**src/rtl/interleaver_pkg.sv**
```systemverilog
// Shared constants, state type and sync-byte helper for the interleaver
// branch sequencer.
package interleaver_pkg;

    localparam int NUM_BRANCH = 12;
    localparam int PKT_LEN    = 204;
    localparam int MISS_MAX   = 3;
    localparam int SEL_W      = 4;
    localparam int MISS_W     = 2;
    localparam int BYTE_CNT_W = $clog2(PKT_LEN);

    localparam logic [7:0] SYNC_BYTE = 8'h47;
    localparam logic [7:0] SYNC_INV  = 8'hB8;

    typedef enum logic {
        HUNT = 1'b0,
        LOCK = 1'b1
    } sync_state_t;

    // Both polarities of the sync byte count as a packet boundary marker.
    function automatic logic is_sync(input logic [7:0] b);
        return (b == SYNC_BYTE) || (b == SYNC_INV);
    endfunction

endpackage

```
**src/rtl/interleaver_branch_ctrl_if.sv**
```systemverilog
// Byte-stream handshake and demux-side bus of the interleaver branch sequencer.
interface interleaver_branch_ctrl_if;

    logic [7:0]                      data_in;
    logic                            in_valid;
    logic                            in_ready;
    logic                            out_ready;
    logic [7:0]                      data_out;
    logic [interleaver_pkg::SEL_W-1:0] sel;
    logic                            out_valid;
    logic                            pkt_start;
    logic                            locked;
    logic [interleaver_pkg::MISS_W-1:0] miss_cnt;

    modport master (
        output data_in, in_valid, out_ready,
        input  in_ready, data_out, sel, out_valid, pkt_start, locked, miss_cnt
    );

    modport slave (
        input  data_in, in_valid, out_ready,
        output in_ready, data_out, sel, out_valid, pkt_start, locked, miss_cnt
    );

endinterface

```
**src/rtl/interleaver_out_slot.sv**
```systemverilog
// Single-entry valid/ready output register holding byte, branch select and
// packet-start flag for the demux.
module interleaver_out_slot
    import interleaver_pkg::*;
(
    input  logic             clk,
    input  logic             rst_n,
    input  logic             load,
    input  logic [7:0]       load_data,
    input  logic [SEL_W-1:0] load_sel,
    input  logic             load_pkt_start,
    input  logic             out_ready,
    output logic             out_valid,
    output logic [7:0]       data_out,
    output logic [SEL_W-1:0] sel,
    output logic             pkt_start,
    output logic             in_ready
);

    assign in_ready = ~out_valid | out_ready;

    // A load wins over a drain so a same-cycle drain+accept keeps the slot full.
    always_ff @(posedge clk or negedge rst_n) begin
        if (!rst_n) begin
            out_valid <= 1'b0;
            data_out  <= 8'h00;
            sel       <= '0;
            pkt_start <= 1'b0;
        end else if (load) begin
            out_valid <= 1'b1;
            data_out  <= load_data;
            sel       <= load_sel;
            pkt_start <= load_pkt_start;
        end else if (out_ready) begin
            out_valid <= 1'b0;
            sel       <= '0;
            pkt_start <= 1'b0;
        end
    end

endmodule

```
**src/rtl/interleaver_branch_ctrl.sv**
```systemverilog
// Sync hunt/lock FSM and branch/byte commutation counters feeding the
// 12-branch interleaver demux through a registered output slot.
module interleaver_branch_ctrl
    import interleaver_pkg::*;
(
    input  logic                      clk,
    input  logic                      rst_n,
    interleaver_branch_ctrl_if.slave  bus
);

    sync_state_t           state, state_n;
    logic [SEL_W-1:0]      branch_cnt, branch_n;
    logic [BYTE_CNT_W-1:0] byte_cnt, byte_n;
    logic [MISS_W-1:0]     miss_cnt, miss_n;

    logic                  slot_in_ready;
    logic                  accept;
    logic                  byte_is_sync;
    logic                  load;
    logic [SEL_W-1:0]      load_sel;
    logic                  load_pkt_start;
    logic [MISS_W:0]       miss_inc;

    assign accept       = bus.in_valid & slot_in_ready;
    assign byte_is_sync = is_sync(bus.data_in);
    assign miss_inc     = {1'b0, miss_cnt} + {{MISS_W{1'b0}}, 1'b1};

    always_ff @(posedge clk or negedge rst_n) begin
        if (!rst_n) begin
            state      <= HUNT;
            branch_cnt <= SEL_W'(1);
            byte_cnt   <= '0;
            miss_cnt   <= '0;
        end else begin
            state      <= state_n;
            branch_cnt <= branch_n;
            byte_cnt   <= byte_n;
            miss_cnt   <= miss_n;
        end
    end

    // Everything holds unless a byte is accepted, so stalls freeze the counters.
    always_comb begin
        state_n        = state;
        branch_n       = branch_cnt;
        byte_n         = byte_cnt;
        miss_n         = miss_cnt;
        load           = 1'b0;
        load_sel       = branch_cnt;
        load_pkt_start = 1'b0;

        case (state)
            HUNT: begin
                if (accept && byte_is_sync) begin
                    load           = 1'b1;
                    load_sel       = SEL_W'(1);
                    load_pkt_start = 1'b1;
                    byte_n         = BYTE_CNT_W'(1);
                    branch_n       = SEL_W'(2);
                    miss_n         = '0;
                    state_n        = LOCK;
                end
            end
            LOCK: begin
                if (accept) begin
                    load           = 1'b1;
                    load_pkt_start = (byte_cnt == '0);
                    branch_n       = (branch_cnt == SEL_W'(NUM_BRANCH)) ?
                                     SEL_W'(1) : branch_cnt + SEL_W'(1);
                    byte_n         = (byte_cnt == BYTE_CNT_W'(PKT_LEN - 1)) ?
                                     '0 : byte_cnt + BYTE_CNT_W'(1);
                    // Packet boundary: a missing sync byte counts toward losing lock.
                    if (byte_cnt == '0) begin
                        if (byte_is_sync) begin
                            miss_n = '0;
                        end else if (miss_inc == (MISS_W+1)'(MISS_MAX)) begin
                            state_n  = HUNT;
                            miss_n   = '0;
                            branch_n = SEL_W'(1);
                            byte_n   = '0;
                        end else begin
                            miss_n = miss_inc[MISS_W-1:0];
                        end
                    end
                end
            end
            default: state_n = HUNT;
        endcase
    end

    interleaver_out_slot u_out_slot (
        .clk            (clk),
        .rst_n          (rst_n),
        .load           (load),
        .load_data      (bus.data_in),
        .load_sel       (load_sel),
        .load_pkt_start (load_pkt_start),
        .out_ready      (bus.out_ready),
        .out_valid      (bus.out_valid),
        .data_out       (bus.data_out),
        .sel            (bus.sel),
        .pkt_start      (bus.pkt_start),
        .in_ready       (slot_in_ready)
    );

    assign bus.in_ready = slot_in_ready;
    assign bus.locked   = (state == LOCK);
    assign bus.miss_cnt = miss_cnt;

endmodule

```
**src/flat_wrapper.sv**
```systemverilog
// flat-port wrapper written by rule: the top's interface ports become plain ports
module interleaver_branch_ctrl_flat import interleaver_pkg::*;
  (clk, rst_n, bus_data_in, bus_in_valid, bus_out_ready, bus_in_ready, bus_data_out, bus_sel, bus_out_valid, bus_pkt_start, bus_locked, bus_miss_cnt);
  interleaver_branch_ctrl_if bus_i ();
  input  logic clk;
  input  logic rst_n;
  input wire logic [$bits(bus_i.data_in)-1:0] bus_data_in;
  input wire logic [$bits(bus_i.in_valid)-1:0] bus_in_valid;
  input wire logic [$bits(bus_i.out_ready)-1:0] bus_out_ready;
  output wire logic [$bits(bus_i.in_ready)-1:0] bus_in_ready;
  output wire logic [$bits(bus_i.data_out)-1:0] bus_data_out;
  output wire logic [$bits(bus_i.sel)-1:0] bus_sel;
  output wire logic [$bits(bus_i.out_valid)-1:0] bus_out_valid;
  output wire logic [$bits(bus_i.pkt_start)-1:0] bus_pkt_start;
  output wire logic [$bits(bus_i.locked)-1:0] bus_locked;
  output wire logic [$bits(bus_i.miss_cnt)-1:0] bus_miss_cnt;
  assign bus_i.data_in = bus_data_in;
  assign bus_i.in_valid = bus_in_valid;
  assign bus_i.out_ready = bus_out_ready;
  assign bus_in_ready = bus_i.in_ready;
  assign bus_data_out = bus_i.data_out;
  assign bus_sel = bus_i.sel;
  assign bus_out_valid = bus_i.out_valid;
  assign bus_pkt_start = bus_i.pkt_start;
  assign bus_locked = bus_i.locked;
  assign bus_miss_cnt = bus_i.miss_cnt;
  interleaver_branch_ctrl u_core (.clk(clk), .rst_n(rst_n), .bus(bus_i));
endmodule
```
**config.mk**
```make
export PLATFORM = sky130hd
export DESIGN_NAME = interleaver_branch_ctrl_flat
export DESIGN_NICKNAME = d
export VERILOG_FILES = /design/src/rtl/interleaver_pkg.sv /design/src/rtl/interleaver_branch_ctrl_if.sv /design/src/rtl/interleaver_out_slot.sv /design/src/rtl/interleaver_branch_ctrl.sv /design/src/flat_wrapper.sv
export SDC_FILE = /design/constraint.sdc
export NUM_CORES = 1
export LEC_CHECK = 0
export ABC_AREA = 1
export ABC_CLOCK_PERIOD_IN_PS = 1800
export CAP_MARGIN = 20
export CORE_ASPECT_RATIO = 2
export CORE_MARGIN = 2
export CORE_UTILIZATION = 50
export DETAILED_ROUTE_END_ITERATION = 12
export PLACE_DENSITY = 0.85
export REMOVE_ABC_BUFFERS = 1
export SLEW_MARGIN = 20
export SYNTH_ARGS = -nofsm -noshare
export SYNTH_HDL_FRONTEND = slang
export SYNTH_HIERARCHICAL = 1
export SYNTH_SLANG_ARGS = --single-unit
```
**constraint.sdc**
```tcl
create_clock -name clk -period 1.8 [get_ports clk]
set_clock_uncertainty 0.15 [all_clocks]
set_input_delay 0.27 -clock clk [delete_from_list [all_inputs] [get_ports clk]]
set_output_delay 0.27 -clock clk [all_outputs]
set_load 0.1 [all_outputs]
```
==> results by group, run 1 <==
Status
  – Status: complete, no violations

GRT
  – Total global routing overflow: 0
  – Total track usage: 0.318
  – Largest net degree at the start of global routing: 30
  – First-pass GRT wire length: 8770 um
  – Initial antenna violation count: 0
  – Vias in the first global route: 1,818

Place
  – Post-Place Cells: 281
  – Dpl hpwl: 3540 um
  – I/O Buffers: 29
  – Placer Congestion: 0.913

Floorplan
  – Initial Util: 0.523
  – # IOs: 30
  – Core Rows: 29
  – Die extent in x: 44.6 um
  – Core area: 3160 um^2
  – DIE AREA: 3810 um^2
  – Die Y: 85.3 um

Synth
  – Yosys warns: 6
  – Top cells by count, synth: nand2_1 (73), dfrtp_1 (28), inv_1 (27)
  – Mean Syn Cell Area: 7.90 um^2
  – Synth async-reset ratio: 1.00
  – Post-Synthesis Cells: 209
  – Multiplexer area fraction after synthesis: 0
  – Cell area after synthesis: 1650 um^2
  – Main synth FF type: dfrtp_1
  – Simple-Gate Fraction of Synth Area: 0.341
  – Post-synth EDFFs: 0
  – #FFs+latches synth: 29
  – Largest area contributor in the netlist: dfrtp_1
  – Adder-cell share of the synthesized area: 0.0303
  – Top-count cell post-synth: nand2_1
  – Compound-Gate Fraction of Synth Area: 0.0841
  – Sequential area share after synthesis: 0.440
  – Largest family of logic cells by synthesized area: simple AND/OR/NAND/NOR gates
  – Synth top area share: 0.424
  – Synth Area in XOR/XNOR: 0.0106
  – Synth area leaders: dfrtp_1 (42%), nand2_1 (17%), inv_1 (6.1%), nor2_1 (3.4%), ha_1 (3.0%)
  – Post-synth cell types: 29

Routing
  – Routed wire length per instance: 18.4 um
  – DRT antenna net count: 0
  – Met2 wire len: 2960 um
  – Max Used Layer: met4
  – Routed vias: 1,691
  – Total Wirelength: 5390 um
  – WL met3: 270 um
  – M1 WL: 1750 um
  – Residual DRC: 0
  – Via/cell ratio: 5.79
  – Initial drt markers: 63
  – DR pass1 iterations: 4

Layout
  – NumNets Final: 276
  – Number of fill cells: 166
  – Synthesis-to-layout area growth: 45.8%
  – Layout Utilization: 0.763
  – Share of cells above drive strength 1: 0.310
  – Final std cells w/o fill: 292
  – Ant diodes: 0

Setup path
  – Crit path DAT: 1.77 ns
  – Startpoint Class: input pin
  – CP Max Fanout: 10
  – WP data required: 1.81 ns
  – Crit. End Element: register
  – Crit path kind: input pin to register

STA
  – Worst slew pin tran: 0.385 ns
  – Final hold violations: 0
  – Worst slew margin: 0.743
  – Setup violators final: 0
  – Unrepaired setup endpoints after global routing: true
  – Final min period: 1.76 ns
  – Highest Clock Rate: 568 MHz
  – Max-slew violations: 0
  – Fin crit share: 0.978

Clock tree
  – Clk_lat worst skew: 0.28 ns
  – Post-CTS Hold Buffers: 0
  – Bufs on Longest Clock Path: 2
  – CTS tree: done
  – Clock-pin slew on the worst setup and hold paths: 0.06 ns
  – CTS Buf Count: 5
  – H-tree depth: 2
  – Clock sink total: 29
  – CTS Root Cell: clkbuf_8

Power and ir drop
  – Static Leak: 0.00124 uW
  – Power Density: 1760 nW/um^2
  – Largest vdd supply drop: 1350 uV

Job
  – Max cap viols: 0

Hold path
  – Hold Path Class: input pin to register
[state kept, by name, summed over array words and instances (netlist names)]
register and flops:
u_core/u_out_slot/out_valid 1, u_core/branch_cnt 4, u_core/u_out_slot/sel 4, u_core/byte_cnt 8
u_core/u_out_slot/data_out 8, u_core/bus.locked 1, u_core/bus.miss_cnt 2, u_core/u_out_slot/pkt_start 1
[repair_timing]
item,4_1_cts,5_1_grt
pin swaps,0,6
buffers inserted,0,2
setup endpoints to repair,3,20
resized for setup,1,13
gates cloned,0,1
[path summary, 6_finish.rpt]
check	cells after the start	from	endpoint	slack [ns]
setup / recovery	11	bus_data_in[4]	u_core/u_out_slot/data_out[6]	0.04
hold / removal	3	bus_data_in[5]	u_core/u_out_slot/data_out[5]	0.17
setup reg to reg	9	u_core/byte_cnt[0]	u_core/bus.locked	0.08
hold reg to reg	2	u_core/u_out_slot/sel[1]	u_core/u_out_slot/sel[1]	0.39
max in group asynchronous	2	rst_n	u_core/branch_cnt[0]	0.97
min in group asynchronous	2	rst_n	u_core/branch_cnt[1]	0.22
[placed cells by master, fill, tap and decap left out, types with 3 or more instances in the layout]
| master | n |
|---|---|
| clkdlybuf4s50_1 | 9 |
| dfrtp_1 | 27 |
| o22ai_2 | 3 |
| clkbuf_8 | 7 |
| nand2_1 | 70 |
| buf_4 | 16 |
| ha_1 | 3 |
| nor2_4 | 3 |
| nand2_2 | 7 |
| nand3_1 | 10 |
| o21ai_2 | 3 |
| o21ai_1 | 7 |
| inv_1 | 26 |
| buf_12 | 18 |
| nor3_1 | 4 |
| nor2_1 | 14 |
| nand2_4 | 4 |
| inv_2 | 6 |
[through the flow]
step	power [uW]	setup WS [ns]	hold WS, ns	setup TNS [ns]	area [um^2]
finish	4230	0.0404	0.166	0	2410
floorplan	2600	-0.944	-0.176	-23.73	1630
global route	4410	-0.0110	0.196	-0.0237	2410
global placement	3420	-0.194	0.371	-3.79	2240
CTS	4140	0.00280	0.230	0	2350
detailed placement	3500	-0.245	0.375	-5.15	2240
[cell families after synthesis]
group | count (synthesis)
xor gates and xnor gates | 2
buffers and inverters | 35
adders and majority gates | 4
and+or+nand+nor | 120
DFF | 29
AOI/OAI and AO/OA | 19
[worst max-delay path: stages]
cell and delay [ns]:
clkdlybuf4s50_1 0.44, inv_1 0.09, nand2_2 0.08, nor2_2 0.14
nand2_1 0.08, nand2_2 0.11, nand2_4 0.07, nand2_4 0.14
inv_2 0.12, nand2_1 0.13, nand2_1 0.08
[report_power, final]
group	total [uW]	switching, uW	internal (uW)
clock network	596	251	345
logic	2440	1580	866
registers	1190	285	905
total	4230	2120	2120
[cell type report]
| type | instances | area, um^2 | share of cell area |
|---|---|---|---|
| clock buffers | 7 | 96.3 | 0.0400 |
| multi-input cells | 146 | 815 | 0.338 |
| flip-flops and latches | 29 | 728 | 0.302 |
| well taps | 31 | 38.8 | 0.0161 |
| clock inverters | 1 | 5.00 | 0.00208 |
| inverters | 33 | 129 | 0.0535 |
| repair buffers | 45 | 596 | 0.247 |
[routing by layer]
| layer | GRT usage | vias up |
|---|---|---|
| met4 | 0.207 | 0 |
| met3 | 0.0723 | 35 |
| met2 | 0.544 | 100 |
| met1 | 0.324 | 812 |
| met5 | 0 | - |
| li1 | - | 744 |
No activity file was read; power rests on OpenSTA's default activity.
==> run 2: changes to the inputs <==
- CORE_ASPECT_RATIO: 2 -> 0.7
==> results by group, run 2 (same netlist as run 1, synthesis figures left out) <==
STA
  – Final min period: 1.77 ns (was 1.76 ns)
  – Final hold violations: 0 (unchanged)
  – Setup violators final: 0 (unchanged)
  – Highest Clock Rate: 565 MHz (was 568 MHz)
  – Slack of the critical path: 0.0286 ns (was 0.0404 ns)
  – Worst slew margin: 0.748 (was 0.743)
  – Fin crit share: 0.984 (was 0.978)
  – Worst slew pin tran: 0.379 ns (was 0.385 ns)
  – Max-slew violations: 0 (unchanged)

GRT
  – First-pass GRT wire length: 6710 um (was 8770 um)
  – Vias in the first global route: 1,546 (was 1,818)
  – Total global routing overflow: 0 (unchanged)
  – Initial antenna violation count: 0 (unchanged)
  – Largest net degree at the start of global routing: 30 (unchanged)
  – Total track usage: 0.240 (was 0.318)

Routing
  – Via/cell ratio: 5.01 (was 5.79)
  – Total Wirelength: 3940 um (was 5390 um)
  – Residual DRC: 0 (unchanged)
  – DRT antenna net count: 0 (unchanged)
  – Initial drt markers: 74 (was 63)
  – Routed wire length per instance: 13.3 um (was 18.4 um)
  – Routed vias: 1,484 (was 1,691)
  – DR pass1 iterations: 4 (unchanged)

Layout
  – Synthesis-to-layout area growth: 42.3% (was 45.8%)
  – Commonest cells after routing, fill and taps aside: nand2_1 (73), dfrtp_1 (28), inv_1 (27), buf_12 (19), nor2_1 (15) (was nand2_1 (70), dfrtp_1 (27), inv_1 (26), buf_12 (18), buf_4 (16))
  – Ant diodes: 0 (unchanged)
  – Final std cells w/o fill: 296 (was 292)
  – Number of fill cells: 211 (was 166)
  – Leading registers by flop count: u_core/byte_cnt: 8 flops, u_core/u_out_slot/data_out: 8 flops (unchanged)
  – NumNets Final: 273 (was 276)
  – Share of cells above drive strength 1: 0.260 (was 0.310)
  – Most common cell after layout, fill and taps aside: nand2_1 (unchanged)

Place
  – I/O Buffers: 29 (unchanged)
  – Dpl hpwl: 2950 um (was 3540 um)
  – Placer Congestion: 0.896 (was 0.913)
  – DP Worst Slack: -0.266 ns (was -0.245 ns)
  – Post-Place Cells: 288 (was 281)

Job
  – Max cap viols: 0 (unchanged)

Floorplan
  – Die extent in x: 72.7 um (was 44.6 um)
  – DIE AREA: 3790 um^2 (was 3810 um^2)
  – Core Rows: 17 (was 29)
  – # IOs: 30 (unchanged)
  – Initial Util: 0.525 (was 0.523)
  – Die Y: 52.1 um (was 85.3 um)
  – Core area: 3150 um^2 (was 3160 um^2)

Setup path
  – Worst reg2reg path depth: 9 (unchanged)
  – Crit path DAT: 1.35 ns (was 1.77 ns)
  – Buf/Inv on CP: 3 (unchanged)
  – WP data required: 1.38 ns (was 1.81 ns)
  – Crit path kind: input pin to output port (was input pin to register)
  – RR Startpoint: u_core/u_out_slot/out_valid (was u_core/byte_cnt[0])
  – Startpoint Class: input pin (unchanged)
  – Ordered cell list for the critical path: clkdlybuf4s50_1, or2_2, buf_4, buf_12 (was clkdlybuf4s50_1, inv_1, nand2_2, nor2_2, nand2_1, nand2_2, nand2_4, nand2_4, inv_2, nand2_1, nand2_1)
  – Crit-path max cell delay: 0.43 ns (was 0.44 ns)
  – Crit. End Element: output port (was register)
  – RR Endpoint: u_core/u_out_slot/data_out[4] (was u_core/bus.locked)
  – R2r setup slk: 0.10 ns (was 0.08 ns)
  – CP Max Fanout: 2 (was 10)
  – Delay-heaviest family, CP: buffers and inverters (was simple AND/OR/NAND/NOR gates)
  – CP max-delay cell: clkdlybuf4s50_1 (unchanged)

Power and ir drop
  – Static Leak: 0.00120 uW (was 0.00124 uW)
  – Largest vdd supply drop: 1430 uV (was 1350 uV)
  – Power Density: 1690 nW/um^2 (was 1760 nW/um^2)

Hold path
  – Hold Path Class: input pin to asynchronous set/reset pin (was input pin to register)

Clock tree
  – Bufs on Longest Clock Path: 2 (unchanged)
  – Post-CTS Hold Buffers: 0 (unchanged)
  – Clk_lat worst skew: 0.28 ns (about the same)
  – Clock-pin slew on the worst setup and hold paths: 0.05 ns (was 0.06 ns)
  – H-tree depth: 2 (unchanged)
  – CTS tree: done (unchanged)
  – Clock sink total: 29 (unchanged)
  – CTS Buf Count: 5 (unchanged)
  – CTS Root Cell: clkbuf_8 (unchanged)

Status
  – Status: complete, no violations (unchanged)
-- run 2: cell count changes in the layout (fill, tap and decap cells not counted), moves of 3 or more --
| cell | before | now |
|---|---|---|
| buf_4 | 16 | 13 |
| nand2_2 | 7 | 3 |
| nand2_1 | 70 | 73 |
| clkbuf_1 | 0 | 3 |
-- run 2: worst max-delay path by stage --
| stage | from | to | depth (start not counted) |
|---|---|---|---|
| floorplan | u_core/u_out_slot/out_valid | u_core/u_out_slot/pkt_start | 9 |
| global placement | bus_out_ready | u_core/byte_cnt[3] | 9 |
| detailed placement | bus_out_ready | u_core/u_out_slot/sel[0] | 9 |
| CTS | bus_out_ready | u_core/u_out_slot/sel[0] | 9 |
| global route | bus_out_ready | u_core/u_out_slot/out_valid | 8 |
| finish | bus_out_ready | bus_in_ready | 4 |
-- run 2: power by group --
| part | internal, uW | switching [uW] | leakage (uW) |
|---|---|---|---|
| Combinational | 824 | 1470 | 0.000792 |
| Sequential | 903 | 274 | 0.000366 |
| Clock | 274 | 236 | 0.0000395 |
| Total | 2000 | 1980 | 0.00120 |
-- run 2: per-layer routing --
metal | part of all wire | track usage | vias to the layer above
li1 | - | - | 737
met1 | 0.46 | 0.316 | 690
met2 | 0.47 | 0.362 | 46
met3 | 0.045 | 0.0640 | 11
met4 | 0.027 | 0.127 | 0
met5 | 0 | 0 | -
-- run 2: timing repair --
action | 4_1_cts | 5_1_grt
endpoints found under the setup margin | 0 | 9
resized for setup | 0 | 2
setup buffers | 0 | 0
-- run 2: final cells by class --
cell class              count  area [um^2]  share of cell area
clock buffers               8         80.1              0.0341
inverters                  33          129              0.0548
multi-input cells         145          779               0.332
flip-flops and latches     29          727               0.309
well taps                  38         47.5              0.0202
repair buffers             43          588               0.250
-- run 2: metrics by stage --
stage / setup TNS, ns / power [uW] / utilization / hold slack, ns / instance area [um^2]
3_5_place_dp: -5.01 / 3470 / 0.718 / 0.372 / 2260
6_report: 0 / 3980 / 0.747 / 0.236 / 2350
4_1_cts: 0 / 3990 / 0.744 / 0.249 / 2340
3_3_place_gp: -3.63 / 3400 / 0.718 / 0.368 / 2260
5_1_grt: -0.0466 / 4190 / 0.747 / 0.263 / 2350
2_1_floorplan: -23.73 / 2600 / - / -0.176 / 1630
==> run 3: changes to the inputs <==
- CORE_MARGIN: 2 -> 5
==> results by group, run 3 (same netlist as run 1, synthesis figures left out) <==
Status
  – Status: complete, no violations (unchanged)

Clock tree
  – Clock-pin slew on the worst setup and hold paths: 0.06 ns (was 0.05 ns)
  – Bufs on Longest Clock Path: 2 (unchanged)
  – Clk_lat worst skew: 0.29 ns (was 0.28 ns)
  – H-tree depth: 2 (unchanged)
  – Clock sink total: 29 (unchanged)
  – CTS Root Cell: clkbuf_8 (unchanged)
  – CTS tree: done (unchanged)
  – CTS Buf Count: 5 (unchanged)
  – Post-CTS Hold Buffers: 0 (unchanged)

STA
  – Worst slew margin: 0.748 (about the same)
  – Final hold violations: 0 (unchanged)
  – Fin crit share: 0.976 (was 0.984)
  – Max-slew violations: 0 (unchanged)
  – Setup violators final: 0 (unchanged)
  – Unrepaired setup endpoints after global routing: false
  – TNS Setup: 0 ns (unchanged)
  – Highest Clock Rate: 569 MHz (was 565 MHz)
  – Slack of the critical path: 0.0434 ns (was 0.0286 ns)
  – Worst slew pin tran: 0.377 ns (was 0.379 ns)
  – Final min period: 1.76 ns (was 1.77 ns)

GRT
  – Total global routing overflow: 0 (unchanged)
  – First-pass GRT wire length: 6980 um (was 6710 um)
  – Initial antenna violation count: 0 (unchanged)
  – Vias in the first global route: 1,518 (was 1,546)
  – Total track usage: 0.198 (was 0.240)
  – Largest net degree at the start of global routing: 30 (unchanged)

Power and ir drop
  – Internal: 2040 uW (was 2000 uW)
  – Switch share: 0.492 (was 0.498)
  – Largest vdd supply drop: 1760 uV (was 1430 uV)
  – Logic gate share of total power: 0.573 (was 0.577)
  – Total power: 4020 uW (was 3980 uW)
  – Sequential share of power: 0.290 (was 0.295)
  – Clk network pwr share: 0.137 (was 0.128)
  – Static Leak: 0.00120 uW (about the same)
  – Power Density: 1700 nW/um^2 (was 1690 nW/um^2)
  – P_sw: 1980 uW (about the same)

Floorplan
  – Die extent in x: 78.7 um (was 72.7 um)
  – DIE AREA: 4570 um^2 (was 3790 um^2)
  – # IOs: 30 (unchanged)
  – Core Rows: 17 (unchanged)
  – Die Y: 58.1 um (was 52.1 um)
  – Core area: 3170 um^2 (was 3150 um^2)
  – Initial Util: 0.521 (was 0.525)

Hold path
  – Hold Path Class: input pin to asynchronous set/reset pin (unchanged)

Routing
  – Routed wire length per instance: 13.4 um (was 13.3 um)
  – Total Wirelength: 3960 um (was 3940 um)
  – Routed vias: 1,514 (was 1,484)
  – Initial drt markers: 76 (was 74)
  – DRT antenna net count: 0 (unchanged)
  – Residual DRC: 0 (unchanged)
  – Via/cell ratio: 5.11 (was 5.01)
  – DR pass1 iterations: 4 (unchanged)

Layout
  – Leading registers by flop count: u_core/byte_cnt: 8 flops, u_core/u_out_slot/data_out: 8 flops (unchanged)
  – Synthesis-to-layout area growth: 43.3% (was 42.3%)
  – Commonest cells after routing, fill and taps aside: nand2_1 (73), dfrtp_1 (28), inv_1 (27), buf_12 (19), nor2_1 (15) (unchanged)
  – NumNets Final: 273 (unchanged)
  – Most common cell after layout, fill and taps aside: nand2_1 (unchanged)
  – Share of cells above drive strength 1: 0.264 (was 0.260)
  – Sequential cell area: 727 um^2 (unchanged)
  – Area of the multi-input gates: 783 um^2 (was 779 um^2)
  – Ant diodes: 0 (unchanged)
  – Number of fill cells: 210 (was 211)

Place
  – Dpl hpwl: 2880 um (was 2950 um)
  – DP Worst Slack: -0.222 ns (was -0.266 ns)
  – I/O Buffers: 29 (unchanged)
  – Placer Congestion: 0.900 (was 0.896)

Setup path
  – Startpoint Class: input pin (unchanged)
  – Crit path DAT: 1.78 ns (was 1.35 ns)
  – WP data required: 1.82 ns (was 1.38 ns)
  – Crit. End Element: register (was output port)
  – Crit path kind: input pin to register (was input pin to output port)
  – Worst reg2reg path depth: 9 (unchanged)
  – CP Max Fanout: 12 (was 2)

Job
  – Max cap viols: 0 (unchanged)
[run 3: timing repair]
action	CTS	global route
endpoints found under the setup margin	0	22
resized for setup	0	3
buffers inserted	0	1
[run 3: worst paths after layout]
kind	endpoint	slack [ns]	from
max	u_core/u_out_slot/data_out[4]	0.04	bus_out_ready
min	u_core/u_out_slot/pkt_start	0.22	rst_n
max reg2reg	u_core/u_out_slot/data_out[4]	0.07	u_core/u_out_slot/out_valid
min reg2reg	u_core/u_out_slot/sel[2]	0.38	u_core/u_out_slot/sel[2]
max in group asynchronous	u_core/branch_cnt[0]	0.96	rst_n
min in group clk	u_core/u_out_slot/sel[2]	0.38	u_core/u_out_slot/sel[2]
[run 3: critical path, cell delays in order]
cell and delay [ns]:
clkdlybuf4s50_1 0.42, or2_2 0.32, nand2_2 0.13, nor2_1 0.09
nand2_4 0.11, nand2_8 0.10, buf_4 0.18, nand2_1 0.08
nand2_1 0.07
[run 3: per-layer routing]
metal / vias to the layer above / track usage / part of all wire
li1: 737 / - / -
met1: 714 / 0.263 / 0.45
met2: 51 / 0.317 / 0.46
met3: 12 / 0.0435 / 0.066
met4: 0 / 0.0823 / 0.022
met5: - / 0 / 0
[run 3: per-stage QoR]
stage               utilization  instances  area (um^2)  hold WS (ns)
finish                    0.747        296         2370         0.224
global route              0.747        296         2370         0.266
global placement          0.711        287         2250         0.368
floorplan                     -        207         1630        -0.176
detailed placement        0.711        287         2250         0.372
CTS                       0.739        295         2340         0.239
[run 3: layout make-up]
cell class                      count  share of cell area
Clock buffer                        8              0.0381
Inverter                           33              0.0555
Multi-Input combinational cell    145               0.331
Sequential cell                    29               0.307
Tap cell                           38              0.0201
Timing Repair Buffer               43               0.248
[run 3: power groups by stage]
stage,combinational (uW),sequential (uW),clock [uW]
floorplan,665,1940,0
detailed placement,2280,1170,0
global placement,2230,1160,0
global route,2440,1210,588
CTS,2290,1170,562
finish,2300,1170,551
